[config.mk]
export PLATFORM = sky130hd
export DESIGN_NAME = idct_block_reorder
export DESIGN_NICKNAME = d
export VERILOG_FILES = /design/src/rtl/idct_block_reorder.sv
export SDC_FILE = /design/constraint.sdc
export NUM_CORES = 2
export LEC_CHECK = 0
export CORE_MARGIN = 3
export CORE_UTILIZATION = 60
export DETAILED_ROUTE_END_ITERATION = 8
export GPL_TIMING_DRIVEN = 0
export PLACE_DENSITY = 0.8
export REMOVE_ABC_BUFFERS = 1
export SKIP_LAST_GASP = 1
export SLEW_MARGIN = 20
export SYNTH_ARGS = -nofsm -noshare
export SYNTH_HDL_FRONTEND = slang
export SYNTH_SLANG_ARGS = --single-unit
export TNS_END_PERCENT = 5
[constraint.sdc]
create_clock -name clk -period 7.6 [get_ports clk]
set_clock_uncertainty 0.1 [all_clocks]
set_input_delay 1.14 -clock clk [delete_from_list [all_inputs] [get_ports clk]]
set_output_delay 1.14 -clock clk [all_outputs]
set_load 0.02 [all_outputs]
[src/rtl/idct_block_reorder.sv]
// De-zigzags one block of 64 coefficients into a ping-pong 8x8 buffer and emits 8 packed rows.
// Latency: first row registered on the commit edge; backpressure holds the row and stalls input when both banks are full.
module idct_block_reorder #(
  parameter int COEF_W = 11,
  parameter int N      = 8
) (
  input  logic                     clk,
  input  logic                     rst_n,
  input  logic                     in_valid,
  output logic                     in_ready,
  input  logic signed [COEF_W-1:0] in_coef,
  input  logic                     in_last,
  output logic                     out_valid,
  input  logic                     out_ready,
  output logic [N*COEF_W-1:0]      out_row,
  output logic [2:0]               out_row_idx,
  output logic                     out_last
);

  localparam logic [5:0] ZZ [64] = '{
    6'd0,  6'd1,  6'd8,  6'd16, 6'd9,  6'd2,  6'd3,  6'd10,
    6'd17, 6'd24, 6'd32, 6'd25, 6'd18, 6'd11, 6'd4,  6'd5,
    6'd12, 6'd19, 6'd26, 6'd33, 6'd40, 6'd48, 6'd41, 6'd34,
    6'd27, 6'd20, 6'd13, 6'd6,  6'd7,  6'd14, 6'd21, 6'd28,
    6'd35, 6'd42, 6'd49, 6'd56, 6'd57, 6'd50, 6'd43, 6'd36,
    6'd29, 6'd22, 6'd15, 6'd23, 6'd30, 6'd37, 6'd44, 6'd51,
    6'd58, 6'd59, 6'd52, 6'd45, 6'd38, 6'd31, 6'd39, 6'd46,
    6'd53, 6'd60, 6'd61, 6'd54, 6'd47, 6'd55, 6'd62, 6'd63
  };

  logic [COEF_W-1:0]   r_mem [2][64];
  logic [63:0]         r_mask [2];
  logic [1:0]          r_full;
  logic                r_wbank;
  logic                r_rbank;
  logic [5:0]          r_cnt;
  logic [2:0]          r_rd_row;
  logic                r_in_ready;
  logic                r_out_valid;
  logic [N*COEF_W-1:0] r_out_row;
  logic [2:0]          r_out_idx;
  logic                r_out_last;

  logic                w_acc;
  logic                w_commit;
  logic                w_rel;
  logic                w_rb_nxt;
  logic                w_wb_nxt;
  logic [1:0]          w_full_nxt;
  logic                w_load;
  logic [5:0]          w_zz;
  logic                w_byp;
  logic                w_clr;
  logic [5:0]          w_cidx [N];
  logic [N*COEF_W-1:0] w_row;

  assign w_acc    = in_valid && r_in_ready;
  assign w_commit = w_acc && (in_last || (r_cnt == 6'd63));
  assign w_rel    = r_out_valid && out_ready && r_out_last;
  assign w_rb_nxt = r_rbank ^ w_rel;
  assign w_wb_nxt = r_wbank ^ w_commit;
  assign w_zz     = ZZ[r_cnt];

  always_comb begin
    w_full_nxt = r_full;
    if (w_commit) w_full_nxt[r_wbank] = 1'b1;
    if (w_rel)    w_full_nxt[r_rbank] = 1'b0;
  end

  // A row can be loaded from the bank that is committing this very cycle, so the
  // incoming coefficient and the first-write mask clear are bypassed into the row.
  assign w_load = w_full_nxt[w_rb_nxt] && (!r_out_valid || out_ready);
  assign w_byp  = w_acc && (r_wbank == w_rb_nxt);
  assign w_clr  = w_byp && (r_cnt == 6'd0);

  always_comb begin
    for (int c = 0; c < N; c++) begin
      w_cidx[c] = {r_rd_row, 3'(c)};
    end
  end

  always_comb begin
    w_row = '0;
    for (int c = 0; c < N; c++) begin
      if (w_byp && (w_zz == w_cidx[c])) begin
        w_row[(N-1-c)*COEF_W +: COEF_W] = in_coef;
      end else if (!w_clr && r_mask[w_rb_nxt][w_cidx[c]]) begin
        w_row[(N-1-c)*COEF_W +: COEF_W] = r_mem[w_rb_nxt][w_cidx[c]];
      end
    end
  end

  always_ff @(posedge clk) begin
    if (w_acc) r_mem[r_wbank][w_zz] <= in_coef;
  end

  always_ff @(posedge clk or negedge rst_n) begin
    if (!rst_n) begin
      r_mask[0]   <= '0;
      r_mask[1]   <= '0;
      r_full      <= 2'b00;
      r_wbank     <= 1'b0;
      r_rbank     <= 1'b0;
      r_cnt       <= 6'd0;
      r_rd_row    <= 3'd0;
      r_in_ready  <= 1'b1;
      r_out_valid <= 1'b0;
      r_out_row   <= '0;
      r_out_idx   <= 3'd0;
      r_out_last  <= 1'b0;
    end else begin
      // First write of a block replaces the mask, discarding the previous block's bits.
      if (w_acc) begin
        if (r_cnt == 6'd0) r_mask[r_wbank] <= 64'd1 << w_zz;
        else               r_mask[r_wbank][w_zz] <= 1'b1;
      end
      if (w_acc) r_cnt <= w_commit ? 6'd0 : r_cnt + 6'd1;
      r_full     <= w_full_nxt;
      r_wbank    <= w_wb_nxt;
      r_rbank    <= w_rb_nxt;
      r_in_ready <= ~w_full_nxt[w_wb_nxt];
      if (w_load) begin
        r_out_valid <= 1'b1;
        r_out_row   <= w_row;
        r_out_idx   <= r_rd_row;
        r_out_last  <= (r_rd_row == 3'd7);
        r_rd_row    <= r_rd_row + 3'd1;
      end else if (out_ready) begin
        r_out_valid <= 1'b0;
      end
    end
  end

  assign in_ready    = r_in_ready;
  assign out_valid   = r_out_valid;
  assign out_row     = r_out_row;
  assign out_row_idx = r_out_idx;
  assign out_last    = r_out_last;

endmodule

==> parameters.txt <==
Parameter                              Value

Layout
  Layout area overhead ... 13.8%
  Net count reported at finish ... 4814
  Filler Cell Count ... 6656
  Post-route core utilization ... 69.2%
  Final instance count without filler cells ... 6391
  Layout cells sized above 1 ... 11.4%

Die
  Starting Density ... 60.8%
  Vertical extent of the die ... 339 microns
  Placeable core region ... roughly 0.11 sq mm
  Row count ... roughly 120
  Die X ... between 300 and 400 microns
  IO Count ... between 100 and 150
  Die footprint ... 0.115 sq mm

Worst hold path
  Hold crit path type ... in2async

Worst setup path
  CP required ... between 7 and 8 ns
  Buf/Inv on CP ... 1
  Destination of the worst register-to-register timing path ... r_mem[1][368]$_DFFE_PP_
  Maximum net fanout on the critical path ... 23
  Reg2reg start ... r_cnt[0]$_DFFE_PN0N_
  Count of cells along the worst register-to-register path ... 9
  Crit path launch type ... flip-flop
  Crit-path leading delay family ... simple AND/OR/NAND/NOR gates
  Critical Path Sink Type ... flip-flop
  Cell with the biggest individual delay on the critical path ... sky130_fd_sc_hd__nor2_1
  Critical path arrival ... 6.82 ns
  Crit-path max cell delay ... 1.05 ns
  Crit-path cells ... inv_1 > ha_1 > xnor2_1 > a21o_1 > o311a_1 > a211oi_4 > and2_1 > nand3_1 > nor2_1
  Reg-to-reg slack, setup ... 1.05 ns
  Worst setup path class ... reg2reg

Route
  Pre-antenna DRT Iters ... 6
  Total Wirelength ... 178 mm
  Detailed router's first-iteration violation count ... roughly 6.3k
  Routed WL per cell ... 27.9 microns
  Drt via density ... 6.76
  Antenna Nets Post-Route ... 0
  Residual DRC count ... 0
  Vias after detailed routing ... 43.2k

Yosys
  Mux share of post-synthesis cell area ... 5.13%
  Post-synthesis compound-gate area fraction ... 8.49%
  Post-synthesis register bit count ... between 1.5k and 2k
  Post-Synthesis Cells ... 4745
  Async set-reset flop share out of synthesis ... around 14%
  Xor and xnor area share after synthesis ... 0.107%
  Most numerous cell types in the synthesized netlist ... 1408 x sky130_fd_sc_hd__edfxtp_1, 886 x sky130_fd_sc_hd__nand2_1, 288 x sky130_fd_sc_hd__mux2i_1
  Synthesized area per cell ... 14.0 sq um
  Leading cell types by total area after synthesis ... sky130_fd_sc_hd__edfxtp_1 64%, sky130_fd_sc_hd__dfrtp_1 8.8%, sky130_fd_sc_hd__nand2_1 5.0%
  Adder-cell share of the synthesized area ... 0.339%
  Netlist Area Pre-Place ... 0.0665 sq mm
  Largest area contributor in the synthesized netlist ... sky130_fd_sc_hd__edfxtp_1
  Synth warnings ... 0
  Proportion of netlist area held by the largest area contributor ... 63.6%
  Largest family of logic cells by synthesized area ... simple AND/OR/NAND/NOR gates
  Sequential element share of the synthesized area ... roughly 72%
  Most used DFF post-synth ... sky130_fd_sc_hd__edfxtp_1
  Number of distinct library cell variants in the gate-level netlist after synthesis ... between 70 and 80
  Number of flops mapped to enable cells by yosys ... 1408
  Synthesized-area fraction occupied by and/or/nand/nor cells ... approximately 11%
  Most common cell in the synthesized netlist ... sky130_fd_sc_hd__edfxtp_1

Placement
  Buffers added on ports ... 109
  Half-perimeter wire length of the detailed placement result ... 105 mm
  Routability Congestion ... 0.889
  Count of placed standard cells including taps ... just over 6k

Clock network
  TritonCTS clock tree ... done
  Maximum buffer depth of the clock tree ... 3
  Post-CTS Setup Bufs ... 0
  Clock slew at the register clock pins of the worst setup and hold paths ... 0.07 ns
  Master cell of the clock root buffer ... sky130_fd_sc_hd__clkbuf_16
  CTS resizes ... 0
  Total CTS buffers ... around 160
  Deepest level of the CTS H-tree ... 4
  Hold bufs inserted after CTS ... 0
  Sink Count ... between 1.5k and 2k
  Worst-Skew Late Latency ... 0.79 ns

Global route
  Number of global-route vias before repair ... 42.3k
  Aggregate global-route resource usage ... 30.5%
  Met3 track demand over resource ... between 7 and 8%
  Congestion Overflow GR ... 0
  Routing layer with the top usage in global route ... met2
  Pin count of the biggest net entering global routing ... 118
  GR Layer Usage met2 ... 47.3%
  Global-route wire length before repair ... 264 mm
  Antenna violations before repair ... 8
  Global-route met1 utilization ... 41.5%

Pwr
  VDD IR-drop max ... between 0.3 and 0.4 mV
  Power density over the cells ... ~380 mW/mm^2
  Leak Pwr ... ~26 nW
  Total power consumption of the routed design ... about 29 mW

Timing
  Period utilisation layout ... 86.1%
  Tightest Pin Transition ... 1.19 ns
  RSZ-0062 raised after global routing ... no
  Shortest period the worst path allows ... between 6 and 7 ns
  Final setup vio count ... 0
  Max-slew headroom at the worst pin ... about 20%
  Count of endpoints failing hold in the final timing report ... 0
  Fmax ... between 150 and 200 MHz
  Final-report max-slew violation count ... 0

Job
  Number of max-cap violations ... 0

Run status
  Status ... finished clean
==> worst max path at each step <==
stage	start	slack, ns	cells after the start	end
final	r_cnt[0]$_DFFE_PN0N_	1.05	9	r_mem[1][368]$_DFFE_PP_
after global routing	r_cnt[0]$_DFFE_PN0N_	0.83	9	r_mem[1][368]$_DFFE_PP_
after CTS	r_cnt[0]$_DFFE_PN0N_	0.98	9	r_mem[1][196]$_DFFE_PP_
after detailed placement	r_cnt[0]$_DFFE_PN0N_	1.04	9	r_mem[1][285]$_DFFE_PP_
after global placement	out_ready	-45.83	9	out_row[57]$_DFFE_PN0P_
after floorplan	out_ready	-18.24	8	out_row[55]$_DFFE_PN0P_
==> kinds of logic after synthesis <==
logic type                 count (synthesis)
DFF                                     1643
and+or+nand+nor                         1640
AOI/OAI and AO/OA                        767
buffers and inverters                    352
muxes                                    319
adders and majority gates                 18
xor gates and xnor gates                   6
==> sequential cells by signal, summed over array words and instances, names as in the netlist, 2 cells and up <==
name	cells
out_row	88
r_cnt	6
r_rd_row	3
out_row_idx	3
r_full	2
r_mem	1408
r_mask	128
==> stage by stage <==
| stage | worst slack (ns) | hold WS [ns] | area, sq um | setup TNS [ns] |
|---|---|---|---|---|
| 2_1_floorplan | -18.24 | 0.344 | 65000 | -1714.01 |
| 3_3_place_gp | -45.83 | 0.354 | 67900 | -5572.72 |
| 3_5_place_dp | 1.04 | 0.361 | 70400 | 0 |
| 4_1_cts | 0.977 | 0.151 | 75600 | 0 |
| 5_1_grt | 0.832 | 0.191 | 75700 | 0 |
| 6_report | 1.05 | 0.179 | 75700 | 0 |
==> routing by layer <==
layer / vias to the layer above / routed length, microns
met5: - / 41
met4: 6 / 7030
met3: 532 / 22600
met2: 3228 / 83400
met1: 21300 / 65000
li1: 18100 / -
==> power by group <==
part	total, mW	switching (mW)	leakage, nW	internal (mW)
combinational	10.5	6.83	7.94	3.65
sequential	10.7	0.463	15.8	10.2
clock	7.73	3.40	2.51	4.33
total	28.9	10.7	26.3	18.2
==> cell type report <==
class / count / area (sq um) / area share (%)
inverter: 16 / 68.8 / 0.0909
tap: 1476 / 1850 / 2.44
multi-input combinational: 2750 / 17200 / 22.7
clock buffer: 214 / 4380 / 5.79
antenna: 3 / 7.51 / 0.00992
timing repair buffer: 211 / 3250 / 4.29
sequential: 1643 / 48200 / 63.6
clock inverter: 78 / 749 / 0.990
==> cells in the final DEF (no fill, tap or decap), types with 17 or more instances in the layout <==
master | Yosys | routed
sky130_fd_sc_hd__nor2_2 | 3 | 100
sky130_fd_sc_hd__and3_1 | 30 | 27
sky130_fd_sc_hd__clkbuf_8 | 0 | 22
sky130_fd_sc_hd__ha_1 | 18 | 18
sky130_fd_sc_hd__clkinv_1 | 1 | 23
sky130_fd_sc_hd__nand4_1 | 68 | 68
sky130_fd_sc_hd__o22ai_1 | 69 | 69
sky130_fd_sc_hd__edfxtp_1 | 1408 | 1408
sky130_fd_sc_hd__and2_1 | 94 | 94
sky130_fd_sc_hd__nand3_1 | 264 | 261
sky130_fd_sc_hd__buf_16 | 0 | 53
sky130_fd_sc_hd__clkdlybuf4s50_1 | 0 | 97
sky130_fd_sc_hd__nand2_1 | 886 | 878
sky130_fd_sc_hd__a22oi_1 | 17 | 17
sky130_fd_sc_hd__clkbuf_1 | 197 | 34
sky130_fd_sc_hd__nor3_1 | 32 | 20
sky130_fd_sc_hd__a21o_1 | 49 | 49
sky130_fd_sc_hd__a41oi_1 | 46 | 46
sky130_fd_sc_hd__o21a_1 | 49 | 49
sky130_fd_sc_hd__a221o_1 | 48 | 48
sky130_fd_sc_hd__nor2_1 | 134 | 33
sky130_fd_sc_hd__o211ai_1 | 30 | 30
sky130_fd_sc_hd__or3_1 | 51 | 49
sky130_fd_sc_hd__o31ai_1 | 68 | 68
sky130_fd_sc_hd__nor4_1 | 28 | 28
sky130_fd_sc_hd__a221oi_1 | 21 | 21
sky130_fd_sc_hd__o21ai_0 | 75 | 75
sky130_fd_sc_hd__o221ai_1 | 27 | 27
sky130_fd_sc_hd__dfrtp_1 | 234 | 230
sky130_fd_sc_hd__clkbuf_16 | 0 | 158
sky130_fd_sc_hd__mux2i_1 | 288 | 288
sky130_fd_sc_hd__a21oi_1 | 130 | 126
sky130_fd_sc_hd__buf_6 | 7 | 30
sky130_fd_sc_hd__a32oi_1 | 66 | 66
sky130_fd_sc_hd__clkinv_2 | 0 | 27
Note: power is estimated with default switching activity, not from simulation.
